### config.mk
export PLATFORM = sky130hd
export DESIGN_NAME = serial_frame_rx
export DESIGN_NICKNAME = d
export VERILOG_FILES = /design/src/rtl/serial_frame_rx.sv
export SDC_FILE = /design/constraint.sdc
export NUM_CORES = 1
export LEC_CHECK = 0
export CAP_MARGIN = 20
export CORE_MARGIN = 3
export CORE_UTILIZATION = 50
export DETAILED_ROUTE_END_ITERATION = 16
export PLACE_DENSITY = 0.84
export SLEW_MARGIN = 20
export SYNTH_ARGS = -nofsm -noshare
export SYNTH_HDL_FRONTEND = slang
export SYNTH_SLANG_ARGS = --single-unit
export TNS_END_PERCENT = 5
### constraint.sdc
create_clock -name clk -period 1.8 [get_ports clk]
set_clock_uncertainty 0.2 [all_clocks]
set_input_delay 0.36 -clock clk [delete_from_list [all_inputs] [get_ports clk]]
set_output_delay 0.36 -clock clk [all_outputs]
set_load 0.05 [all_outputs]
### src/rtl/serial_frame_rx.sv
// Serial frame receiver: deframes start/data/parity/stop bits sampled one per clock
// and hands the word to a parallel consumer through a single-entry valid/ready register.
module serial_frame_rx #(
  parameter int WIDTH      = 8,
  parameter bit PARITY_EN  = 1'b1,
  parameter bit PARITY_ODD = 1'b0
) (
  input  logic             clk,
  input  logic             reset,
  input  logic             i,
  output logic [WIDTH-1:0] o,
  output logic             o_valid,
  input  logic             o_ready,
  output logic             o_perr,
  output logic             frame_err,
  output logic             overrun,
  output logic             busy
);

  localparam int CW = (WIDTH > 1) ? $clog2(WIDTH) : 1;
  localparam logic [CW-1:0] LAST = CW'(WIDTH - 1);

  typedef enum logic [1:0] {IDLE, DATA, PARITY, STOP} state_t;

  state_t           state_q, state_d;
  logic [CW-1:0]    count_q, count_d;
  logic [WIDTH-1:0] shift_q, shift_d;
  logic             perr_q, perr_d;
  logic [WIDTH-1:0] o_q, o_d;
  logic             o_valid_q, o_valid_d;
  logic             o_perr_q, o_perr_d;
  logic             frame_err_q, frame_err_d;
  logic             overrun_q, overrun_d;

  always_ff @(posedge clk or negedge reset) begin
    if (!reset) begin
      state_q <= IDLE;
    end else begin
      state_q <= state_d;
    end
  end

  always_comb begin
    state_d = state_q;
    case (state_q)
      IDLE:    if (!i) state_d = DATA;
      DATA:    if (count_q == LAST) state_d = PARITY_EN ? PARITY : STOP;
      PARITY:  state_d = STOP;
      STOP:    state_d = IDLE;
      default: state_d = IDLE;
    endcase
  end

  always_comb begin
    count_d     = count_q;
    shift_d     = shift_q;
    perr_d      = perr_q;
    o_d         = o_q;
    o_valid_d   = o_valid_q;
    o_perr_d    = o_perr_q;
    frame_err_d = 1'b0;
    overrun_d   = 1'b0;

    if (o_valid_q && o_ready) o_valid_d = 1'b0;

    case (state_q)
      IDLE: begin
        count_d = '0;
        perr_d  = 1'b0;
      end
      DATA: begin
        // Shifting in from the top leaves the first (LSB) bit at position 0 after WIDTH bits.
        shift_d = {i, shift_q[WIDTH-1:1]};
        count_d = count_q + CW'(1);
      end
      PARITY: begin
        perr_d = (^shift_q) ^ i ^ PARITY_ODD;
      end
      STOP: begin
        if (i) begin
          // A consumer taking the old word on this edge frees the slot for the new one.
          if (!o_valid_q || o_ready) begin
            o_d       = shift_q;
            o_perr_d  = PARITY_EN ? perr_q : 1'b0;
            o_valid_d = 1'b1;
          end else begin
            overrun_d = 1'b1;
          end
        end else begin
          frame_err_d = 1'b1;
        end
      end
      default: ;
    endcase
  end

  always_ff @(posedge clk or negedge reset) begin
    if (!reset) begin
      count_q     <= '0;
      shift_q     <= '0;
      perr_q      <= 1'b0;
      o_q         <= '0;
      o_valid_q   <= 1'b0;
      o_perr_q    <= 1'b0;
      frame_err_q <= 1'b0;
      overrun_q   <= 1'b0;
    end else begin
      count_q     <= count_d;
      shift_q     <= shift_d;
      perr_q      <= perr_d;
      o_q         <= o_d;
      o_valid_q   <= o_valid_d;
      o_perr_q    <= o_perr_d;
      frame_err_q <= frame_err_d;
      overrun_q   <= overrun_d;
    end
  end

  assign o         = o_q;
  assign o_valid   = o_valid_q;
  assign o_perr    = o_perr_q;
  assign frame_err = frame_err_q;
  assign overrun   = overrun_q;
  assign busy      = (state_q != IDLE);

endmodule

## Word-level counts from Yosys, hierarchy flattened

Cells that the tools add are included.

| word-level totals | value |
|---|---|
| flip-flop bits (word level) | 26 |
| ROM bits | 0 |
| logic and storage cells | 41 |
| input bits | 4 |
| latch bits | 0 |
| RAM bits | 0 |
| memories | 0 |
| output and inout port bits | 13 |

| operators by class | value |
|---|---|
| eq/ne operators | 6 |
| multiplexer cells | 14 |
| bitwise operators | 1 |
| shift-type cells | 0 |
| divide/modulo/power cells | 0 |
| add/sub/neg operators | 1 |
| reductions and logical operators | 10 |
| $lt $le $gt $ge | 0 |
| $mul | 0 |

Operator list:

| kind | count |
|---|---|
| $mux W1 | 9 |
| $pmux W2 S4 | 1 |
| $reduce_xor A8 Y1 | 1 |
| $pmux W3 S2 | 1 |
| $reduce_bool A2 Y1 | 3 |
| $eq A2 B2 Y1 const B | 2 |
| $mux W2 | 2 |
| $ne A2 B2 Y1 const B | 2 |
| $add A3 B1 Y3 const B | 1 |
| $eq A3 B3 Y1 const B | 1 |
| $reduce_and A3 Y1 | 1 |
| $eq A2 B1 Y1 const B | 1 |
| $logic_not A2 Y1 | 1 |
| $pmux W1 S2 | 1 |
| $reduce_and A2 Y1 | 1 |
| $logic_and A1 B1 Y1 | 1 |
| $logic_not A1 Y1 | 1 |
| $logic_or A1 B1 Y1 | 1 |
| $xor A1 B1 Y1 | 1 |

## Depth between registers and ports, before layout

Gate-level depths: netlist of run 1.

| depth | value |
|---|---|
| word-level depth | 5 |
| gate-level depth with buffers | 6 |
| mapped depth without buffers | 6 |

## Least setup slack after synthesis of run 1

No wires, ideal clock.

| timing path | value |
|---|---|
| path type | register to register |
| start point | register o_valid_q, in the netlist o_valid |
| end point | register o_q[0], in the netlist o[0] |
| arrival | 1.373 ns |
| library setup time | 0.125 ns |
| path buffers | 1 |
| cell stages (with the launch flop) | 5 |
| path slack | 0.103 ns |
| period minus slack after synthesis | 1.697 ns |
| data required time | 1.475 ns |
| path through | dfrtp_1 nand2b_1 nor2b_1 buf_2 mux2_2 |

| on the way | value |
|---|---|
| cells in the longest elaborated chain, start to end | 3 |

RTL lines:

| item | RTL line | RTL |
|---|---|---|
| start: declaration | 30 | `logic o_valid_q, o_valid_d;` |
| start signal: assignment | 112 | `o_valid_q <= o_valid_d;` |
| $logic_not A1 Y1 | 82 | `if (!o_valid_q \|\| o_ready) begin` |
| $logic_or A1 B1 Y1 | 82 |  |
| $reduce_and A3 Y1 (no source line) | - |  |
| end signal: assignment | 102 | `o_q <= '0;` |
| end signal: assignment | 111 | `o_q <= o_d;` |
| end: declaration | 29 | `logic [WIDTH-1:0] o_q, o_d;` |

Every way passes these cells.
A chain may end at the register's enable or synchronous reset.

## Worst setup path in the final report of run 1

| timing path | value |
|---|---|
| start point | register state_q[0] |
| end point | output busy |

| on the way | value |
|---|---|
| cells in the longest elaborated chain, start to end | 1 |

RTL lines:

| item | RTL line | RTL |
|---|---|---|
| start: declaration | 25 | `state_t state_q, state_d;` |
| start signal: assignment | 39 | `state_q <= state_d;` |
| $reduce_bool A2 Y1 | 124 | `assign busy = (state_q != IDLE);` |
| end: declaration | 17 | `output logic busy` |

Every way passes these cells.

==> results of run 1 <==
[cell type report]
class,instances,area (um^2),area share [%]
Tap cell,27,33.8,2.20
Timing Repair Buffer,24,317,20.6
Sequential cell,26,651,42.3
Multi-Input combinational cell,48,474,30.8
Inverter,3,11.3,0.732
Clock buffer,3,22.5,1.46
Clock inverter,1,30.0,1.95
[critical path, cell delays in order, from the launching register on]
cell	delay (ns)
sky130_fd_sc_hd__dfrtp_1	0.43
sky130_fd_sc_hd__inv_2	0.09
sky130_fd_sc_hd__ha_4	0.14
sky130_fd_sc_hd__inv_2	0.05
sky130_fd_sc_hd__buf_12	0.14
[sequential cells by signal, indices dropped and copies added, names as in the netlist]
name,cells
count_q,3
o_valid,1
shift_q,8
frame_err,1
perr_q,1
state_q,2
overrun,1
o,8
o_perr,1
[cells by family after synthesis]
logic type | share of synthesized area [%]
DFF | 57.6
muxes | 17.8
and+or+nand+nor | 4.55
xor gates and xnor gates | 7.32
AOI/OAI and AO/OA | 4.10
adders and majority gates | 6.65
buffers and inverters | 1.88
[cells in the final DEF (no fill, tap or decap), types with 2 or more instances in the layout]
cell type / instances
sky130_fd_sc_hd__mux2_2: 17
sky130_fd_sc_hd__nor2_1: 3
sky130_fd_sc_hd__buf_4: 10
sky130_fd_sc_hd__a22o_1: 3
sky130_fd_sc_hd__buf_12: 10
sky130_fd_sc_hd__clkdlybuf4s50_1: 3
sky130_fd_sc_hd__ha_1: 5
sky130_fd_sc_hd__xnor2_1: 4
sky130_fd_sc_hd__dfrtp_1: 26
sky130_fd_sc_hd__nand2_1: 3
sky130_fd_sc_hd__inv_2: 3
sky130_fd_sc_hd__clkbuf_4: 3
sky130_fd_sc_hd__nor2b_1: 2
[routing by layer]
| metal | vias up | wire length (um) | GRT usage, % |
|---|---|---|---|
| li1 | 319 | - | - |
| met1 | 333 | 851 | 20.0 |
| met2 | 16 | 924 | 25.9 |
| met3 | 2 | 103 | 4.51 |
| met4 | 0 | 20 | 6.81 |
| met5 | - | 0 | 0 |
[worst paths after layout]
path                               to  depth (start not counted)  startpoint  slack (ns)
max in group asynchronous  count_q[0]                          2       reset        0.97
setup / recovery                 busy                          4  state_q[0]        0.08
hold / removal             shift_q[7]                          2       reset        0.18
min in group clk           count_q[0]                          1  count_q[0]        0.29
hold reg to reg            count_q[0]                          1  count_q[0]        0.29
setup reg to reg               o_perr                          6  state_q[0]        0.08
[what timing repair did]
action,4_1_cts,5_1_grt
hold buffers,0,0
setup endpoints to repair,1,10
buffers inserted,2,0
resized for setup,2,6
[stage by stage]
step	TNS, ns	instances	hold WS, ns	area, um^2	utilization, %
after floorplan	0	79	-0.136	1130	-
after global placement	-1.10	126	0.276	1450	71.0
after detailed placement	-1.68	126	0.278	1450	71.0
after CTS	0	132	0.186	1520	74.4
after global routing	0	132	0.198	1540	75.4
final	0	132	0.184	1540	75.4
==> parameters.txt, run 1 <==
Parameter                              Value

Status
  Outcome    finished, final reports clean

Clock network
  Cell at the root of the clock tree    sky130_fd_sc_hd__clkbuf_4
  Clock edge transition at the registers on the reported setup and hold paths    0.14 ns
  Clock latency on the worst-skew pair    between 0.3 and 0.4 ns
  CTS max path bufs    2
  CTS Buf Count    3
  Clock Sinks    26
  Clock tree from TritonCTS    yes
  H-Tree Depth    1

Layout
  Net count, final    116
  Layout-stage area growth over the synthesis result    36.4%
  Fraction of final layout cells with drive strength greater than 1    46.7%
  Fill count    136
  Ant. Diodes    0

Logic synthesis
  Top cells by instance count after synthesis    sky130_fd_sc_hd__dfrtp_1, sky130_fd_sc_hd__mux2_2, sky130_fd_sc_hd__ha_1, sky130_fd_sc_hd__nand2_1, sky130_fd_sc_hd__xnor2_1
  Register area share after synthesis    57.6%
  Synth Register Bits    26
  Leading cell types by total area after synthesis    sky130_fd_sc_hd__dfrtp_1, sky130_fd_sc_hd__mux2_2, sky130_fd_sc_hd__ha_1, sky130_fd_sc_hd__xnor2_1, sky130_fd_sc_hd__a22o_1
  Post-synth ARST share    100%
  Synthesized area divided by synthesized cell count    approximately 14 um^2
  Number of flops mapped to enable cells by yosys    0
  Yosys top cell area share    between 50% and 60%
  Most frequently used cell type in the post-synthesis netlist    sky130_fd_sc_hd__dfrtp_1
  Unique masters post-synth    18
  Mapped Area    roughly 1100 um^2
  Primary FF master, synth    sky130_fd_sc_hd__dfrtp_1
  Total of warnings raised by yosys    0
  Synthesized Nets    89
  Synth Instances    between 70 and 80
  Cell accounting for the most synthesized area    sky130_fd_sc_hd__dfrtp_1

Floorplanning
  Core Box Area    2040 um^2
  Starting Density    55.3%
  Die Y-Extent    ~54 um
  Num ports    17
  Die area    2860 um^2
  Number of rows created at floorplan    16
  Die span in x    53.5 um

Drt
  Vias per Instance    a little over 5
  DRC violation count after routing    0
  Detailed-route wire length per cell    14.4 um
  Total via count after detailed routing    670
  First-pass DRT Iterations    3
  Antenna violation net count after detailed routing    0
  Initial drt markers    4
  Routed wire length    approximately 1900 um

Critical path
  Max FO, Critical Path    2
  Crit Path Class    reg2out
  Required time of the worst setup path    1.24 ns
  Arrival time worst endpoint    ~1.2 ns
  Sort of element at the end of the critical path    output port
  Nature of the critical path startpoint    flop

Global routing
  First-pass GRT wire length    3240 um
  Aggregate global routing overflow    0
  Largest net degree at the start of global routing    27
  Via count of the first global-routing pass    between 700 and 800
  Gr usage total    16.0%
  Antenna violations before repair    0

Timing
  Setup ws final    0.0764 ns
  Hold Vio Cnt, Final    0
  Maximum frequency from static timing analysis    a little under 0.6 GHz
  Pins Over Slew Limit    0
  Worst slew margin relative to its limit    78.7%
  Transition time at the pin with the least slew margin    0.320 ns
  Share of the clock period used by the worst path    95.8%
  Shortest clock period the worst path allows after layout    1.72 ns
  Setup repair after global routing missed its margin    no
  Number of failing setup endpoints in the final timing report    0

Placed design
  Pre-CTS setup slack    -0.203 ns
  IO buf count    16
  Routability Congestion    0.720
  HPWL reported at the end of detailed placement    1440 um

Run
  # Max-Cap Violations    0

Hold path
  Hold/Removal Path Class    in2async
Power of run 1 is left out: the tool's default activity adds up to more than one toggle a clock period on the data nets, which glitch-free logic cannot reach.
==> run 2, diff against run 1 <==
--- a/config.mk
+++ b/config.mk
@@ -6,10 +6,12 @@
 export NUM_CORES = 1
 export LEC_CHECK = 0
 export CAP_MARGIN = 20
+export CELL_PAD_IN_SITES_DETAIL_PLACEMENT = 1
+export CELL_PAD_IN_SITES_GLOBAL_PLACEMENT = 2
 export CORE_MARGIN = 3
-export CORE_UTILIZATION = 50
+export CORE_UTILIZATION = 36
 export DETAILED_ROUTE_END_ITERATION = 16
-export PLACE_DENSITY = 0.84
+export PLACE_DENSITY = 0.85
 export SLEW_MARGIN = 20
 export SYNTH_ARGS = -nofsm -noshare
 export SYNTH_HDL_FRONTEND = slang
==> run 2 against run 1 <==
Via count increased by 5.7%. Core utilization shrank 20 points. Sequential share of layout area down 1.3 points. Routed wire length up 14%. Maximum frequency is 1.8% lower. First-iteration DRC count rose to 6.3 times the previous value. Critical path type unchanged.
==> parameters.txt, run 2 (same netlist as run 1, synthesis figures left out) <==
Parameter                              Value

Clock network
  Clock Sinks    26
  H-Tree Depth    1
  Clock tree from TritonCTS    yes
  Cell at the root of the clock tree    sky130_fd_sc_hd__clkbuf_4
  Clock edge transition at the registers on the reported setup and hold paths    ~0.15 ns
  CTS Buf Count    3
  CTS max path bufs    2
  Clock latency on the worst-skew pair    0.34 ns
  Count of hold buffers inserted by post-cts repair    0

Layout
  Most common cell after layout, fill and taps aside    sky130_fd_sc_hd__dfrtp_1
  Layout-stage area growth over the synthesis result    40.7%
  Most frequent cells in the layout    sky130_fd_sc_hd__dfrtp_1, sky130_fd_sc_hd__mux2_2, sky130_fd_sc_hd__buf_12
  Net count, final    116
  Ant. Diodes    0
  Fraction of final layout cells with drive strength greater than 1    46.7%
  Final non-filler cell total    147
  Layout Utilization    between 50% and 60%

Status
  Outcome    finished, final reports clean

Timing
  Worst slew margin relative to its limit    77.6%
  Share of the clock period used by the worst path    a little over nine tenths
  Setup repair after global routing missed its margin    yes
  Transition time at the pin with the least slew margin    around 0.34 ns
  Pins Over Slew Limit    0
  Shortest clock period the worst path allows after layout    1.76 ns
  Maximum frequency from static timing analysis    0.570 GHz
  Sum of negative setup slack    0 ns
  Hold Vio Cnt, Final    0
  Number of failing setup endpoints in the final timing report    0
  Setup ws final    0.0443 ns

Placed design
  Placed instance count    140
  IO buf count    16
  Routability Congestion    0.698
  HPWL reported at the end of detailed placement    between 1500 and 2000 um
  Pre-CTS setup slack    -0.168 ns

Global routing
  Gr usage total    13.0%
  Via count of the first global-routing pass    768
  Largest net degree at the start of global routing    27
  Aggregate global routing overflow    0
  Antenna violations before repair    0
  First-pass GRT wire length    3470 um

Drt
  Detailed-route wire length per cell    between 10 and 15 um
  Antenna violation net count after detailed routing    0
  Initial drt markers    25
  Routed wire length    approximately 2200 um
  First-pass DRT Iterations    2
  Total via count after detailed routing    708
  DRC violation count after routing    0
  Vias per Instance    4.82

Critical path
  Required time of the worst setup path    1.24 ns
  Cell breakdown of the critical path    inv_2 > ha_4 > inv_2 > buf_12
  Crit Path Class    reg2out
  R2r worst-path depth    6
  Highest cell delay on the worst timing path    approximately 0.42 ns
  Reg-to-reg critical path startpoint    state_q[0]
  Crit-path slowest cell    sky130_fd_sc_hd__dfrtp_1
  Setup slack of the worst register-to-register path    0.06 ns
  Buffer and inverter count on the worst path    3
  Cell class contributing the biggest share of worst-path delay    flip-flops
  Critical Path Stages    4
  Sort of element at the end of the critical path    output port
  Arrival time worst endpoint    1.20 ns
  Most repeated library cell on the critical path    sky130_fd_sc_hd__inv_2
  Max FO, Critical Path    3
  Nature of the critical path startpoint    flop
  Endpoint of the lowest-slack register-to-register path    o[3]

Floorplanning
  Die area    3840 um^2
  Core Box Area    2880 um^2
  Number of rows created at floorplan    19
  Num ports    17
  Die Y-Extent    62.0 um
  Starting Density    39.2%
  Die span in x    approximately 62 um

Run
  # Max-Cap Violations    0

Hold path
  Hold/Removal Path Class    in2async
-- run 2: cell counts in the layout (fill, tap and decap cells not counted) --
Identical to the previous run, type by type.
-- run 2: per-stage QoR --
| step | cell area (um^2) | hold WS [ns] |
|---|---|---|
| 2_1_floorplan | 1130 | -0.136 |
| 3_3_place_gp | 1490 | 0.271 |
| 3_5_place_dp | 1490 | 0.295 |
| 4_1_cts | 1570 | 0.164 |
| 5_1_grt | 1590 | 0.175 |
| 6_report | 1590 | 0.165 |
-- run 2: final cells by class --
| class | count | area (um^2) |
|---|---|---|
| Sequential cell | 26 | 651 |
| Clock buffer | 3 | 22.5 |
| Tap cell | 42 | 52.6 |
| Inverter | 3 | 11.3 |
| Multi-Input combinational cell | 48 | 479 |
| Clock inverter | 1 | 30.0 |
| Fill cell | 283 | 1290 |
| Timing Repair Buffer | 24 | 342 |
-- run 2: worst max path at each step --
stage	from	endpoint	slack (ns)
after global placement	o_ready	o[3]	-0.13
after CTS	state_q[0]	busy	0.02
after floorplan	o_valid	o[0]	0.10
after global routing	state_q[1]	busy	-0.02
after detailed placement	o_ready	o[3]	-0.17
final	state_q[1]	busy	0.04
-- run 2: worst reg2reg max path: stages (launching register included) --
cell and delay (ns):
sky130_fd_sc_hd__dfrtp_1 0.40, sky130_fd_sc_hd__buf_4 0.14, sky130_fd_sc_hd__ha_1 0.18, sky130_fd_sc_hd__nand2_2 0.09, sky130_fd_sc_hd__nor2b_4 0.14, sky130_fd_sc_hd__buf_6 0.13
sky130_fd_sc_hd__mux2_2 0.34
-- run 2: routing by layer --
| layer | global-route usage [%] | share of wire [%] |
|---|---|---|
| met5 | 0 | 0 |
| met1 | 15.6 | 44 |
| met3 | 3.93 | 4.5 |
| met2 | 20.6 | 49 |
| met4 | 7.27 | 2.3 |
-- run 2: what timing repair did --
item                       in CTS  in global routing
cloned                          0                  1
setup buffers                   2                  0
pin swaps                       1                  0
resized for setup               4                  7
setup endpoints to repair       1                 10
Power of run 2 is left out for the same reason.
==> run 3, diff against run 2 <==
--- a/config.mk
+++ b/config.mk
@@ -11,6 +11,7 @@
 export CORE_MARGIN = 3
 export CORE_UTILIZATION = 36
 export DETAILED_ROUTE_END_ITERATION = 16
+export GPL_ROUTABILITY_DRIVEN = 0
 export PLACE_DENSITY = 0.85
 export SLEW_MARGIN = 20
 export SYNTH_ARGS = -nofsm -noshare
==> results of run 3 <==
The final DEF is identical to that of run 2; final timing and power are the same.
Power of run 3 is left out for the same reason.
